<file path="src/rtl/bcd_led_decoder.sv">
// bcd_led_decoder: latches a two-digit BCD switch index and lights its red LED.
// Define DECODER_SWEEP_EN to animate a one-hot sweep up to the index on valid loads.
module bcd_led_decoder #(
  parameter int BLINK_CYCLES = 25_000_000,
  parameter int ERR_BLINKS   = 3,
  parameter int STEP_CYCLES  = 5_000_000
) (
  input  logic        CLOCK_50_I,
  input  logic        RESETN_I,
  input  logic [7:0]  SWITCH_I,
  input  logic [1:0]  PUSH_BUTTON_N_I,
  output logic [17:0] LED_RED_O,
  output logic [8:0]  LED_GREEN_O,
  output logic [3:0]  TENS_O,
  output logic [3:0]  UNITS_O,
  output logic        VALID_O
);

  localparam int BW  = (BLINK_CYCLES > 1) ? $clog2(BLINK_CYCLES) : 1;
  localparam int NPH = 2 * ERR_BLINKS;
  localparam int PW  = (NPH > 1) ? $clog2(NPH) : 1;
  localparam logic [BW-1:0] B_LAST = BW'(BLINK_CYCLES - 1);
  localparam logic [PW-1:0] P_LAST = PW'(NPH - 1);

  if (BLINK_CYCLES < 1 || ERR_BLINKS < 1 || STEP_CYCLES < 1) begin : g_bad_param
    $error("bcd_led_decoder: cycle parameters must be positive");
  end

  typedef enum logic [1:0] {
    S_IDLE,
    S_SHOW,
    S_ERR
`ifdef DECODER_SWEEP_EN
    , S_SWEEP
`endif
  } state_t;

  logic [1:0] btn_s1, btn_s2, btn_s3;
  logic       ld_p, clr_p;

  // Two-flop synchronizer, then a falling-edge detect registered as a pulse
  always_ff @(posedge CLOCK_50_I or negedge RESETN_I) begin
    if (!RESETN_I) begin
      btn_s1 <= '1;
      btn_s2 <= '1;
      btn_s3 <= '1;
      ld_p   <= 1'b0;
      clr_p  <= 1'b0;
    end else begin
      btn_s1 <= PUSH_BUTTON_N_I;
      btn_s2 <= btn_s1;
      btn_s3 <= btn_s2;
      ld_p   <= btn_s3[0] & ~btn_s2[0];
      clr_p  <= btn_s3[1] & ~btn_s2[1];
    end
  end

  logic [3:0] sw_t, sw_u;
  logic [7:0] sw_sum;
  logic       sw_ok;

  assign sw_t   = SWITCH_I[7:4];
  assign sw_u   = SWITCH_I[3:0];
  assign sw_sum = {1'b0, sw_t, 3'b000} + {3'b000, sw_t, 1'b0} + {4'h0, sw_u};
  assign sw_ok  = (sw_t <= 4'd1) && (sw_u <= 4'd9) && (sw_sum <= 8'd17);

  state_t        state_q, state_d;
  logic [BW-1:0] tmr_q, tmr_d;
  logic [PW-1:0] ph_q, ph_d;
  logic [3:0]    tens_q, tens_d;
  logic [3:0]    units_q, units_d;
  logic [4:0]    idx_q, idx_d;
  logic          valid_q, valid_d;
  logic [17:0]   red_q, red_d;
  logic [8:0]    green_q, green_d;
  logic          sweep_d;

`ifdef DECODER_SWEEP_EN
  localparam int SW = (STEP_CYCLES > 1) ? $clog2(STEP_CYCLES) : 1;
  localparam logic [SW-1:0] ST_LAST = SW'(STEP_CYCLES - 1);

  logic [SW-1:0] st_q, st_d;
  logic [4:0]    pos_q, pos_d;

  always_ff @(posedge CLOCK_50_I or negedge RESETN_I) begin
    if (!RESETN_I) begin
      st_q  <= '0;
      pos_q <= '0;
    end else begin
      st_q  <= st_d;
      pos_q <= pos_d;
    end
  end

  assign sweep_d = (state_d == S_SWEEP);
`else
  assign sweep_d = 1'b0;
`endif

  always_comb begin
    state_d = state_q;
    tmr_d   = tmr_q;
    ph_d    = ph_q;
    tens_d  = tens_q;
    units_d = units_q;
    idx_d   = idx_q;
    valid_d = valid_q;
`ifdef DECODER_SWEEP_EN
    st_d    = st_q;
    pos_d   = pos_q;
`endif
    if (clr_p) begin
      state_d = S_IDLE;
      tens_d  = 4'hF;
      units_d = 4'hF;
      idx_d   = '0;
      valid_d = 1'b0;
    end else if (ld_p) begin
      tmr_d = '0;
      ph_d  = '0;
      if (sw_ok) begin
        tens_d  = sw_t;
        units_d = sw_u;
        idx_d   = sw_sum[4:0];
        valid_d = 1'b1;
`ifdef DECODER_SWEEP_EN
        state_d = S_SWEEP;
        st_d    = '0;
        pos_d   = '0;
`else
        state_d = S_SHOW;
`endif
      end else begin
        state_d = S_ERR;
      end
    end else begin
      unique case (state_q)
        S_ERR: begin
          if (tmr_q == B_LAST) begin
            tmr_d = '0;
            if (ph_q == P_LAST) state_d = valid_q ? S_SHOW : S_IDLE;
            else ph_d = ph_q + 1'b1;
          end else begin
            tmr_d = tmr_q + 1'b1;
          end
        end
`ifdef DECODER_SWEEP_EN
        S_SWEEP: begin
          if (st_q == ST_LAST) begin
            st_d = '0;
            if (pos_q == idx_q) state_d = S_SHOW;
            else pos_d = pos_q + 1'b1;
          end else begin
            st_d = st_q + 1'b1;
          end
        end
`endif
        default: ;
      endcase
    end
  end

  // Outputs are decoded from the next state so they register with it
  always_comb begin
    red_d = '0;
    unique case (state_d)
      S_SHOW:  red_d = 18'd1 << idx_d;
      S_ERR:   red_d = ph_d[0] ? '0 : '1;
`ifdef DECODER_SWEEP_EN
      S_SWEEP: red_d = 18'd1 << pos_d;
`endif
      default: red_d = '0;
    endcase
  end

  assign green_d = {idx_d, sweep_d, state_d == S_ERR,
                    state_d == S_SHOW, state_d == S_IDLE};

  always_ff @(posedge CLOCK_50_I or negedge RESETN_I) begin
    if (!RESETN_I) begin
      state_q <= S_IDLE;
      tmr_q   <= '0;
      ph_q    <= '0;
      tens_q  <= 4'hF;
      units_q <= 4'hF;
      idx_q   <= '0;
      valid_q <= 1'b0;
      red_q   <= '0;
      green_q <= 9'h001;
    end else begin
      state_q <= state_d;
      tmr_q   <= tmr_d;
      ph_q    <= ph_d;
      tens_q  <= tens_d;
      units_q <= units_d;
      idx_q   <= idx_d;
      valid_q <= valid_d;
      red_q   <= red_d;
      green_q <= green_d;
    end
  end

  assign LED_RED_O   = red_q;
  assign LED_GREEN_O = green_q;
  assign TENS_O      = tens_q;
  assign UNITS_O     = units_q;
  assign VALID_O     = valid_q;

endmodule

</file>
<file path="config.mk">
export PLATFORM = sky130hd
export DESIGN_NAME = bcd_led_decoder
export DESIGN_NICKNAME = d
export VERILOG_FILES = /design/src/rtl/bcd_led_decoder.sv
export SDC_FILE = /design/constraint.sdc
export NUM_CORES = 1
export LEC_CHECK = 0
export ABC_CLOCK_PERIOD_IN_PS = 3820
export BUFFER_PORTS_ARGS = -buffer_cell sky130_fd_sc_hd__buf_4
export CORE_ASPECT_RATIO = 1.2
export CORE_UTILIZATION = 25
export CTS_BUF_LIST = sky130_fd_sc_hd__clkbuf_8
export CTS_CLUSTER_DIAMETER = 30
export CTS_CLUSTER_SIZE = 14
export DETAILED_ROUTE_END_ITERATION = 8
export GPL_TIMING_DRIVEN = 0
export HOLD_SLACK_MARGIN = 0.12
export MAX_ROUTING_LAYER = met4
export PLACE_DENSITY_LB_ADDON = 0.1
export SETUP_SLACK_MARGIN = 0.2
export SYNTH_ARGS = -nofsm -noshare
export SYNTH_HDL_FRONTEND = slang
export SYNTH_SLANG_ARGS = --single-unit
export TNS_END_PERCENT = 10
</file>
<file path="constraint.sdc">
create_clock -name CLOCK_50_I -period 3.82 [get_ports CLOCK_50_I]
set_input_delay 0.191 -clock CLOCK_50_I [delete_from_list [all_inputs] [get_ports CLOCK_50_I]]
set_output_delay 0.191 -clock CLOCK_50_I [all_outputs]
set_load 0.005 [all_outputs]
</file>
==> run_results.csv, run 1 <==
group,metric,value,unit
worst_setup_path,worstPathArrival,3730,ps
global_route,grt_pass1_vias,2819,
synth,synth_cell_types,55,
route,drt_wl_total,9200,um
synth,synth-seq-cells,73,
global_route,overflow,0,
placement,dp_hpwl,6430,um
cts,cts_root_buf,"clkbuf_8",
worst_setup_path,crit_slowest_cell,"or3b_2",
layout,fillers,1487,
global_route,antenna_found_initial,0,
sta,finalWorstPathRequiredPeriod,3470,ps
synth,synth.net_count,371,
sta,hold_viol_final,0,
sta,slew_headroom,9.50,%
layout,syn_to_final_growth,25.1,%
pwr,ir_drop,0.000102,V
sta,setup_slack,351,ps
global_route,grt_usage,13.3,%
floorplan,die_h,136,um
worst_setup_path,cp_max_fo,6,
synth,synth_area_leader_cell,"dfrtp_1",
synth,synth_edf_count,0,
worst_setup_path,worstPathRequired,4080,ps
layout,final_area,4680,um^2
synth,async_flop_share,100,%
sta,tightest_slew,1340,ps
sta,finalSetupViolCount,0,
hold_path,hold_class,"reg -> reg",
worst_setup_path,crit_chain,"or3b_2 -> nor4_4 -> nand4_1 -> or2_2 -> a211o_1 -> ha_1 -> o311ai_0 -> o31ai_1",
cts,cts_buffer_depth,2,
cts,cts.clk_slew.worst_paths,80,ps
route,wl_per_cell,14.9,um
worst_setup_path,worstReg2RegStart,"tmr_q[6]$_DFFE_PN0P_",
layout,finalNonFillerCells,617,
cts,cts.sinks,73,
floorplan,initial_core_util,25.8,%
layout,nNetsFinal,437,
floorplan,die_area,15400,um^2
synth,ys_seq_area_share,49.4,%
worst_setup_path,worstSetupPathType,"reg -> reg",
status,status,"finished clean",
floorplan,rows,48,
cts,insertion_delay,360,ps
synth,synth.top_cell.area_share,38.8,%
floorplan,ios,48,
placement,place_congestion,0.734,
worst_setup_path,reg2reg_to,"LED_RED_O[0]$_DFF_PN0_",
route,post-route-drc-count,0,
pwr,p_leak,0.00196,uW
pwr,power,1770,uW
synth,avgSynthCellArea,10.8,um^2
hold_path,whs_endpoint,"btn_s2[0]$_DFF_PN1_",
cts,htreeDepth,3,
hold_path,whs_path_depth,0,
layout,num_antenna_cells,0,
floorplan,core,14500,um^2
synth,synthCells,346,
worst_setup_path,cpPeakStageDelay,530,ps
route,vias,2805,
floorplan,die_w,114,um
synth,synth_area_leaders,"dfrtp_1, dfstp_2, xnor2_1",
worst_setup_path,cp-end-kind,"flop",
route,drtAntennaViolNets,0,
route,first_iter_violations,84,
sta,skew,7.86,ps
placement,portBuffers,46,
cts,cts_tree,"done",
global_route,grt_pass1_wl,15000,um
sta,grt_setup_unrepaired,"true",
worst_setup_path,rrSetupSlack,350,ps
synth,yosysWarningCount,0,
hold_path,hold_start,"btn_s1[0]$_DFF_PN1_",
sta,fin_tns_setup,0,ps
synth,netlist_area,3740,um^2
layout,drive_above_1_share,24.9,%
sta,period_share,90.8,%
pwr,power_density,378,nW/um^2
placement,placed_cells,592,
placement,preCtsSetupSlack,-393,ps
worst_setup_path,ff2ff_path_depth,8,
synth,synth_ff_type,"dfrtp_1",
route,avgViaCountPerCell,4.55,
route,firstDrtPassIters,4,
worst_setup_path,worst_setup_path_start_kind,"flop",
global_route,grt_max_degree,74,
sta,fmax,288,MHz
placement,post_dp_cell_area,4330,um^2
cts,cts_made_buffers,9,
sta,slew_viol_final,0,
flow_run,maxCapViolations,0,
==> layout make-up <==
cell class              instances  area, um^2  share of cell area [%]
inverters                      10        37.5                   0.803
clock inverters                 6        66.3                    1.42
multi-input cells             249        1830                    39.2
repair buffers                 55         433                    9.26
clock buffers                  10         138                    2.94
plain buffers                  14        72.6                    1.55
well taps                     200         250                    5.35
flip-flops and latches         73        1850                    39.5
==> repair_timing <==
item,in CTS,in global routing
endpoints found under the setup margin,16,17
pin swaps,1,1
gates resized for setup,4,6
buffers inserted,0,1
endpoints found under the hold margin,65,0
cloned,0,0
hold buffers,8,0
==> critical path: cells and delay by family (launching register included) <==
kind                     cells  cell delay [ps]
adder cells (fa/ha/maj)      1              390
AND/OR/NAND/NOR              4             1370
AO/OA/AOI/OAI                3             1150
flip-flops                   1              440
==> cells by family (layout without fill, tap and decap cells) <==
logic type | count (synthesis) | count (layout) | share of synthesized area [%]
and+or+nand+nor | 134 | 134 | 19.5
DFF | 73 | 73 | 49.4
AOI/OAI and AO/OA | 61 | 61 | 13.2
buffers and inverters | 24 | 95 | 2.91
xor gates and xnor gates | 21 | 21 | 4.92
muxes | 19 | 19 | 5.22
adders and majority gates | 13 | 13 | 4.75
other | 1 | 1 | 0.100
==> Yosys cell counts, drive strengths merged (3+ instances only) <==
library cell  number
a211oi             4
a21o               3
a21oi              4
and3               4
and4               6
buf                4
clkbuf            10
dfrtp             58
dfstp             15
ha                11
inv                9
mux2               4
mux2i             15
nand2             23
nand2b             4
nand3              5
nand4              7
nor2              39
nor2b             14
nor3               8
nor4               9
o211ai             4
o21ai             15
o31ai             10
o41ai             10
xnor2             18
xor2               3
==> power breakdown <==
part	leakage, uW	switching [uW]	internal (uW)
Clock	0.000107	319	322
Combinational	0.000900	157	117
Sequential	0.000950	29.6	823
Total	0.00196	505	1260
==> routing by layer <==
layer | wire length [um] | track usage, % | vias up
li1 | - | - | 1386
met2 | 4450 | 21.0 | 48
met4 | 165 | 6.43 | 0
met3 | 255 | 2.99 | 11
met1 | 4330 | 16.1 | 1360
met5 | 0 | - | -
==> worst max path at each step <==
stage / startpoint / to / slack (ps)
after detailed placement: SWITCH_I[3] / LED_RED_O[10]$_DFF_PN0_ / -390
after global placement: SWITCH_I[3] / LED_RED_O[10]$_DFF_PN0_ / -380
after floorplan: SWITCH_I[3] / LED_RED_O[11]$_DFF_PN0_ / 380
after global routing: tmr_q[6]$_DFFE_PN0P_ / LED_RED_O[2]$_DFF_PN0_ / 150
final: tmr_q[6]$_DFFE_PN0P_ / LED_RED_O[0]$_DFF_PN0_ / 350
after CTS: tmr_q[6]$_DFFE_PN0P_ / LED_RED_O[5]$_DFF_PN0_ / 130
==> through the flow <==
stage / utilization (%) / hold WS (ps)
after floorplan: - / -105
after global placement: 29.9 / 299
after detailed placement: 29.9 / 300
after CTS: 32.1 / 348
after global routing: 32.3 / 365
final: 32.3 / 360
==> placed cells by master, fill, tap and decap left out, drive strengths merged, types with 5 or more instances in the layout <==
cell / netlist / layout
clkinv: 1 / 5
ha: 11 / 11
o41ai: 10 / 10
nor3: 8 / 8
and4: 6 / 6
xnor2: 18 / 18
nand4: 7 / 7
nand3: 5 / 5
inv: 9 / 10
nor2b: 14 / 14
dfrtp: 58 / 58
buf: 4 / 51
nor2: 39 / 39
clkbuf: 10 / 20
dfstp: 15 / 15
nor4: 9 / 9
o31ai: 10 / 10
mux2i: 15 / 15
dlygate4sd3: 0 / 8
nand2: 23 / 23
o21ai: 15 / 15
==> registers in the layout, summed over array words and instances (netlist names), 2 cells and up <==
signal,count
btn_s3,2
ph_q,3
state_q,2
UNITS_O,4
TENS_O,4
btn_s2,2
LED_GREEN_O,4
LED_RED_O,18
tmr_q,25
idx_q,4
btn_s1,2
(Power assumes the default switching activity.)
==> inputs of run 2 (changes only) <==
Settings changed: CORE_ASPECT_RATIO 1.2 to 0.5, PLACE_DENSITY_LB_ADDON 0.1 to 0.2.
==> run_results.csv, run 2 (synthesized netlist as in run 1, its figures left out) <==
group,metric,value,unit
status,status,"finished clean",
cts,cts.sinks,73,
worst_setup_path,cp-end-kind,"flop",
placement,portBuffers,46,
hold_path,hold_class,"reg -> reg",
layout,largest_reg_flops,25,
layout,nNetsFinal,437,
sta,slew_headroom,21.9,%
route,wl_per_cell,14.4,um
layout,num_antenna_cells,0,
worst_setup_path,worstPathRequired,4080,ps
sta,fmax,289,MHz
route,drtAntennaViolNets,0,
global_route,grt_usage,12.4,%
layout,regArea,1850,um^2
cts,cts_made_buffers,9,
layout,final_area,4670,um^2
cts,cts_buffer_depth,2,
placement,dp_hpwl,6110,um
floorplan,die_h,88.5,um
cts,insertion_delay,350,ps
layout,mostFrequentLayoutCells,"dfrtp_1, buf_4, nor2_1, nand2_1, xnor2_1",
flow_run,maxCapViolations,0,
sta,hold_viol_final,0,
global_route,grt_pass1_vias,2793,
route,wl_met2,4040,um
placement,placed_cells,590,
worst_setup_path,cpPeakStageDelay,600,ps
layout,utilization,32.1,%
route,drt_wl_total,8830,um
global_route,antenna_found_initial,0,
layout,mostFrequentLayoutCell,"dfrtp_1",
floorplan,initial_core_util,25.7,%
floorplan,die_w,175,um
sta,slew_viol_final,0,
sta,finalWorstPathRequiredPeriod,3460,ps
cts,cts.clk_slew.worst_paths,80,ps
placement,post_dp_cell_area,4330,um^2
layout,drive_above_1_share,24.0,%
global_route,overflow,0,
route,post-route-drc-count,0,
sta,grt_setup_unrepaired,"true",
sta,finalSetupViolCount,0,
placement,place_congestion,0.779,
floorplan,ios,48,
route,avgViaCountPerCell,4.50,
sta,skew,13.5,ps
global_route,grt_max_degree,74,
worst_setup_path,crit_path_frequent_cell,"fa_1",
route,wl_met1,4560,um
cts,htreeDepth,3,
worst_setup_path,crit_chain,"buf_4 -> fa_1 -> fa_1 -> nor3_1 -> o21ai_2 -> o31a_1 -> a211oi_2 -> ha_2 -> nand2b_1 -> nor3b_1 -> nand2_1 -> mux2_2 -> o31ai_1",
global_route,grt_pass1_wl,14400,um
floorplan,core,14500,um^2
worst_setup_path,worstPathArrival,3710,ps
layout,regMostFlops,"tmr_q",
pwr,power,1810,uW
worst_setup_path,crit_slowest_cell,"fa_1",
layout,finalNonFillerCells,615,
pwr,power_density,387,nW/um^2
layout,multi_input_area,1810,um^2
route,first_iter_violations,118,
cts,cts_root_buf,"clkbuf_8",
pwr,p_leak,0.00196,uW
pwr,ir_drop,0.000165,V
cts,cts_tree,"done",
route,dr.max_layer_used,"met4",
layout,syn_to_final_growth,24.9,%
sta,tightest_slew,1160,ps
route,firstDrtPassIters,4,
floorplan,die_area,15500,um^2
sta,holdWs,358,ps
layout,fillers,1515,
worst_setup_path,cp_max_fo,7,
floorplan,rows,31,
worst_setup_path,worst_setup_path_start_kind,"input port",
worst_setup_path,worstSetupPathType,"in -> reg",
route,vias,2768,
sta,period_share,90.5,%
route,wl_met3,193,um
## run 2: worst max-delay path: cells and delay by family
family          cells  cell delay (ps)
simple gates        4              750
compound gates      4              920
fa+ha+maj           3             1420
mux                 1              300
buf+inv             1              120
## run 2: path summary, 6_finish.rpt
path / startpoint / to / slack [ps] / cells past startpoint
setup / recovery: SWITCH_I[3] / LED_RED_O[13]$_DFF_PN0_ / 360 / 13
max in group asynchronous: RESETN_I / tmr_q[9]$_DFFE_PN0P_ / 2660 / 2
setup reg to reg: tmr_q[15]$_DFFE_PN0P_ / LED_RED_O[13]$_DFF_PN0_ / 400 / 11
hold reg to reg: btn_s1[0]$_DFF_PN1_ / btn_s2[0]$_DFF_PN1_ / 360 / 0
min in group asynchronous: RESETN_I / LED_RED_O[6]$_DFF_PN0_ / 520 / 2
hold / removal: btn_s1[0]$_DFF_PN1_ / btn_s2[0]$_DFF_PN1_ / 360 / 0
## run 2: timing repair
action	4_1_cts	5_1_grt
resized for setup	3	3
pin swaps	1	0
hold buffers	8	0
buffers inserted	1	0
hold endpoints to repair	65	0
setup endpoints to repair	12	8
## run 2: power breakdown
part	total, uW	switching [uW]	internal [uW]	leakage, uW
Clock	680	298	382	0.000117
Sequential	855	31.4	823	0.000950
Combinational	272	155	117	0.000892
## run 2: metal layers
layer,up-vias,GRT usage (%)
li1,1385,-
met4,0,3.08
met1,1349,16.1
met5,-,-
met3,2,3.01
met2,32,19.4
## run 2: per-stage QoR
step	setup TNS [ps]	setup WS, ps
2_1_floorplan	0	384
3_3_place_gp	-2250	-274
3_5_place_dp	-2600	-316
4_1_cts	0	312
5_1_grt	0	151
6_report	0	365
## run 2: area by class of cell
type | count | share of cell area (%)
multi-input combinational | 249 | 38.8
clock buffer | 10 | 2.95
timing repair buffer | 55 | 9.27
sequential | 73 | 39.5
buffer | 14 | 1.55
tap | 198 | 5.30
clock inverter | 6 | 1.77
inverter | 10 | 0.804
==> inputs of run 3 (changes only) <==
Settings changed: ABC_AREA from default to 1, REMOVE_ABC_BUFFERS from default to 1.
==> run_results.csv, run 3 <==
group,metric,value,unit
synth,synth_edf_count,0,
synth,netlist_area,3880,um^2
floorplan,rows,31,
synth,yosysMostFrequentCell,"nor2_1",
placement,preCtsSetupSlack,440,ps
layout,mostFrequentLayoutCells,"nor2_1, nand2_1, dfrtp_1, inv_1, buf_4",
worst_setup_path,cp-end-kind,"flop",
global_route,use_met3,2.54,%
synth,avgSynthCellArea,8.64,um^2
placement,portBuffers,46,
route,firstDrtPassIters,4,
layout,syn_to_final_growth,22.4,%
worst_setup_path,worstPathArrival,3680,ps
layout,drive_above_1_share,24.0,%
floorplan,die_w,178,um
route,vias,3157,
flow_run,maxCapViolations,0,
worst_setup_path,ff2ff_path_depth,8,
global_route,grt_pass1_vias,3195,
sta,finalSetupViolCount,0,
synth,synth_area_leaders,"dfrtp_1, dfstp_2, nor2_1",
cts,insertion_delay,370,ps
pwr,p_clk_share,36.1,%
synth,synth_ff_type,"dfrtp_1",
worst_setup_path,worst_setup_path_start_kind,"input port",
sta,period_share,88.7,%
floorplan,die_h,90.1,um
synth,ys_seq_area_share,47.5,%
sta,skew,6.96,ps
pwr,power_density,380,nW/um^2
sta,slew_headroom,39.0,%
global_route,top_usage_layer,"met2",
global_route,grt_pass1_wl,16000,um
global_route,overflow,0,
pwr,combinationalPowerShare,15.9,%
cts,cts_tree,"done",
cts,cts_root_buf,"clkbuf_8",
route,drtAntennaViolNets,0,
synth,async_flop_share,100,%
sta,slew_viol_final,0,
global_route,antenna_found_initial,0,
worst_setup_path,cp_max_fo,18,
worst_setup_path,cpPeakStageDelay,610,ps
route,wl_per_cell,12.7,um
cts,htreeDepth,3,
layout,regArea,1850,um^2
global_route,grt_max_degree,74,
global_route,grt_usage,12.9,%
layout,regMostFlops,"tmr_q",
layout,mostFrequentLayoutCell,"nor2_1",
global_route,grtUsageMet1,17.5,%
placement,dp_hpwl,6600,um
floorplan,die_area,16100,um^2
synth,synth_area_leader_cell,"dfrtp_1",
layout,fillers,1579,
synth,synth_cell_types,43,
layout,largest_reg_flops,25,
sta,fmax,295,MHz
status,status,"finished clean",
pwr,p_int,1280,uW
global_route,met2_usage,18.9,%
floorplan,initial_core_util,26.2,%
cts,cts_made_buffers,9,
sta,setup_slack,432,ps
cts,cts.clk_slew.worst_paths,80,ps
hold_path,whs_path_depth,0,
pwr,p_leak,0.00213,uW
route,post-route-drc-count,0,
worst_setup_path,worstSetupPathType,"in -> reg",
synth,synth_common_cells,"nor2_1, nand2_1, dfrtp_1, inv_1, nand3_1",
pwr,ir_drop,0.000123,V
worst_setup_path,crit_chain,"dlygate4sd3_1 -> buf_4 -> fa_1 -> fa_1 -> nor2_1 -> nand2_1 -> nand2_2 -> inv_2 -> nor2_8 -> nand2_4 -> nand2_1 -> a21oi_1 -> inv_1 -> ha_1 -> clkinvlp_4 -> buf_12 -> a21oi_1",
hold_path,hold_class,"reg -> reg",
pwr,power_frac_seq,47.9,%
worst_setup_path,crit_slowest_cell,"fa_1",
sta,hold_viol_final,0,
layout,nNetsFinal,532,
worst_setup_path,worstPathRequired,4110,ps
route,first_iter_violations,125,
pwr,p_switching,526,uW
placement,place_congestion,0.789,
sta,tightest_slew,916,ps
cts,cts_buffer_depth,2,
route,avgViaCountPerCell,4.45,
synth,synthCells,449,
floorplan,core,14800,um^2
synth,synth.top_cell.area_share,37.4,%
layout,multi_input_area,1800,um^2
floorplan,ios,48,
synth,synth-seq-cells,73,
layout,num_antenna_cells,0,
sta,fin_tns_setup,0,ps
sta,grt_setup_unrepaired,"false",
synth,yosysWarningCount,0,
sta,finalWorstPathRequiredPeriod,3390,ps
pwr,p_sw_share,29.1,%
route,drt_wl_total,9010,um
cts,cts.sinks,73,
## run 3: cell types whose count changed after synthesis, moves of 9 or more
| cell | previous run | this run |
|---|---|---|
| nand3_1 | 5 | 34 |
| nor2b_1 | 14 | 0 |
| clkbuf_1 | 10 | 1 |
| nand2_1 | 23 | 68 |
| nor2_1 | 39 | 77 |
| nand4_1 | 7 | 16 |
| mux2i_1 | 15 | 0 |
| o41ai_1 | 10 | 1 |
| o31ai_1 | 10 | 0 |
| inv_1 | 9 | 48 |
| a21oi_1 | 4 | 23 |
| xnor2_1 | 18 | 0 |
## run 3: what timing repair did
item | CTS | global route
setup buffers | 0 | 1
endpoints found under the setup margin | 0 | 18
gates resized for setup | 0 | 3
hold buffers | 8 | 0
hold endpoints to repair | 65 | 0
## run 3: cell type report
type	instances	share of cell area (%)
well taps	198	5.21
multi-input cells	315	37.9
inverters	53	4.27
clock inverters	6	1.55
repair buffers	55	9.37
flip-flops and latches	73	38.8
clock buffers	10	2.90
## run 3: metrics by stage
stage	cell area [um^2]	hold WS, ps	util [%]	instances	power (uW)
floorplan	3830	-105	-	441	1040
global placement	4420	300	29.9	685	1150
detailed placement	4420	300	29.9	685	1150
CTS	4720	362	31.8	709	1820
global route	4750	365	32.1	710	1910
finish	4750	360	32.1	710	1810
## run 3: layer usage
layer	share of wire, %	vias up
met5	0	-
met4	1.9	0
met2	45	40
met1	51	1513
li1	-	1591
met3	2.5	13
## run 3: power by group through the flow
stage / sequential (uW) / clock, uW / combinational [uW]
CTS: 867 / 677 / 281
finish: 866 / 653 / 288
floorplan: 875 / 0 / 161
global placement: 879 / 0 / 269
global route: 874 / 706 / 330
detailed placement: 881 / 0 / 273
## run 3: cells by family after synthesis
| group | synth area share [%] |
|---|---|
| simple gates | 32.1 |
| flops | 47.5 |
| buf+inv | 6.41 |
| compound gates | 8.32 |
| fa+ha+maj | 4.58 |
| xor+xnor | 0.903 |
| other cells | 0.0966 |
## run 3: worst paths after layout
kind,startpoint,end,slack (ps)
setup / recovery,SWITCH_I[3],LED_RED_O[2]$_DFF_PN0_,430
hold / removal,btn_s1[0]$_DFF_PN1_,btn_s2[0]$_DFF_PN1_,360
setup reg to reg,clr_p$_DFF_PN0_,ph_q[2]$_DFFE_PN0P_,1040
hold reg to reg,btn_s1[0]$_DFF_PN1_,btn_s2[0]$_DFF_PN1_,360
max in group asynchronous,RESETN_I,tmr_q[9]$_DFFE_PN0P_,2730
min in group asynchronous,RESETN_I,tmr_q[23]$_DFFE_PN0P_,510
## run 3: critical path: cells and delay by family
family,cells,cell delay (ps)
AND/OR/NAND/NOR,6,410
buffers and inverters,6,1170
AO/OA/AOI/OAI,2,410
adder cells (fa/ha/maj),3,1480
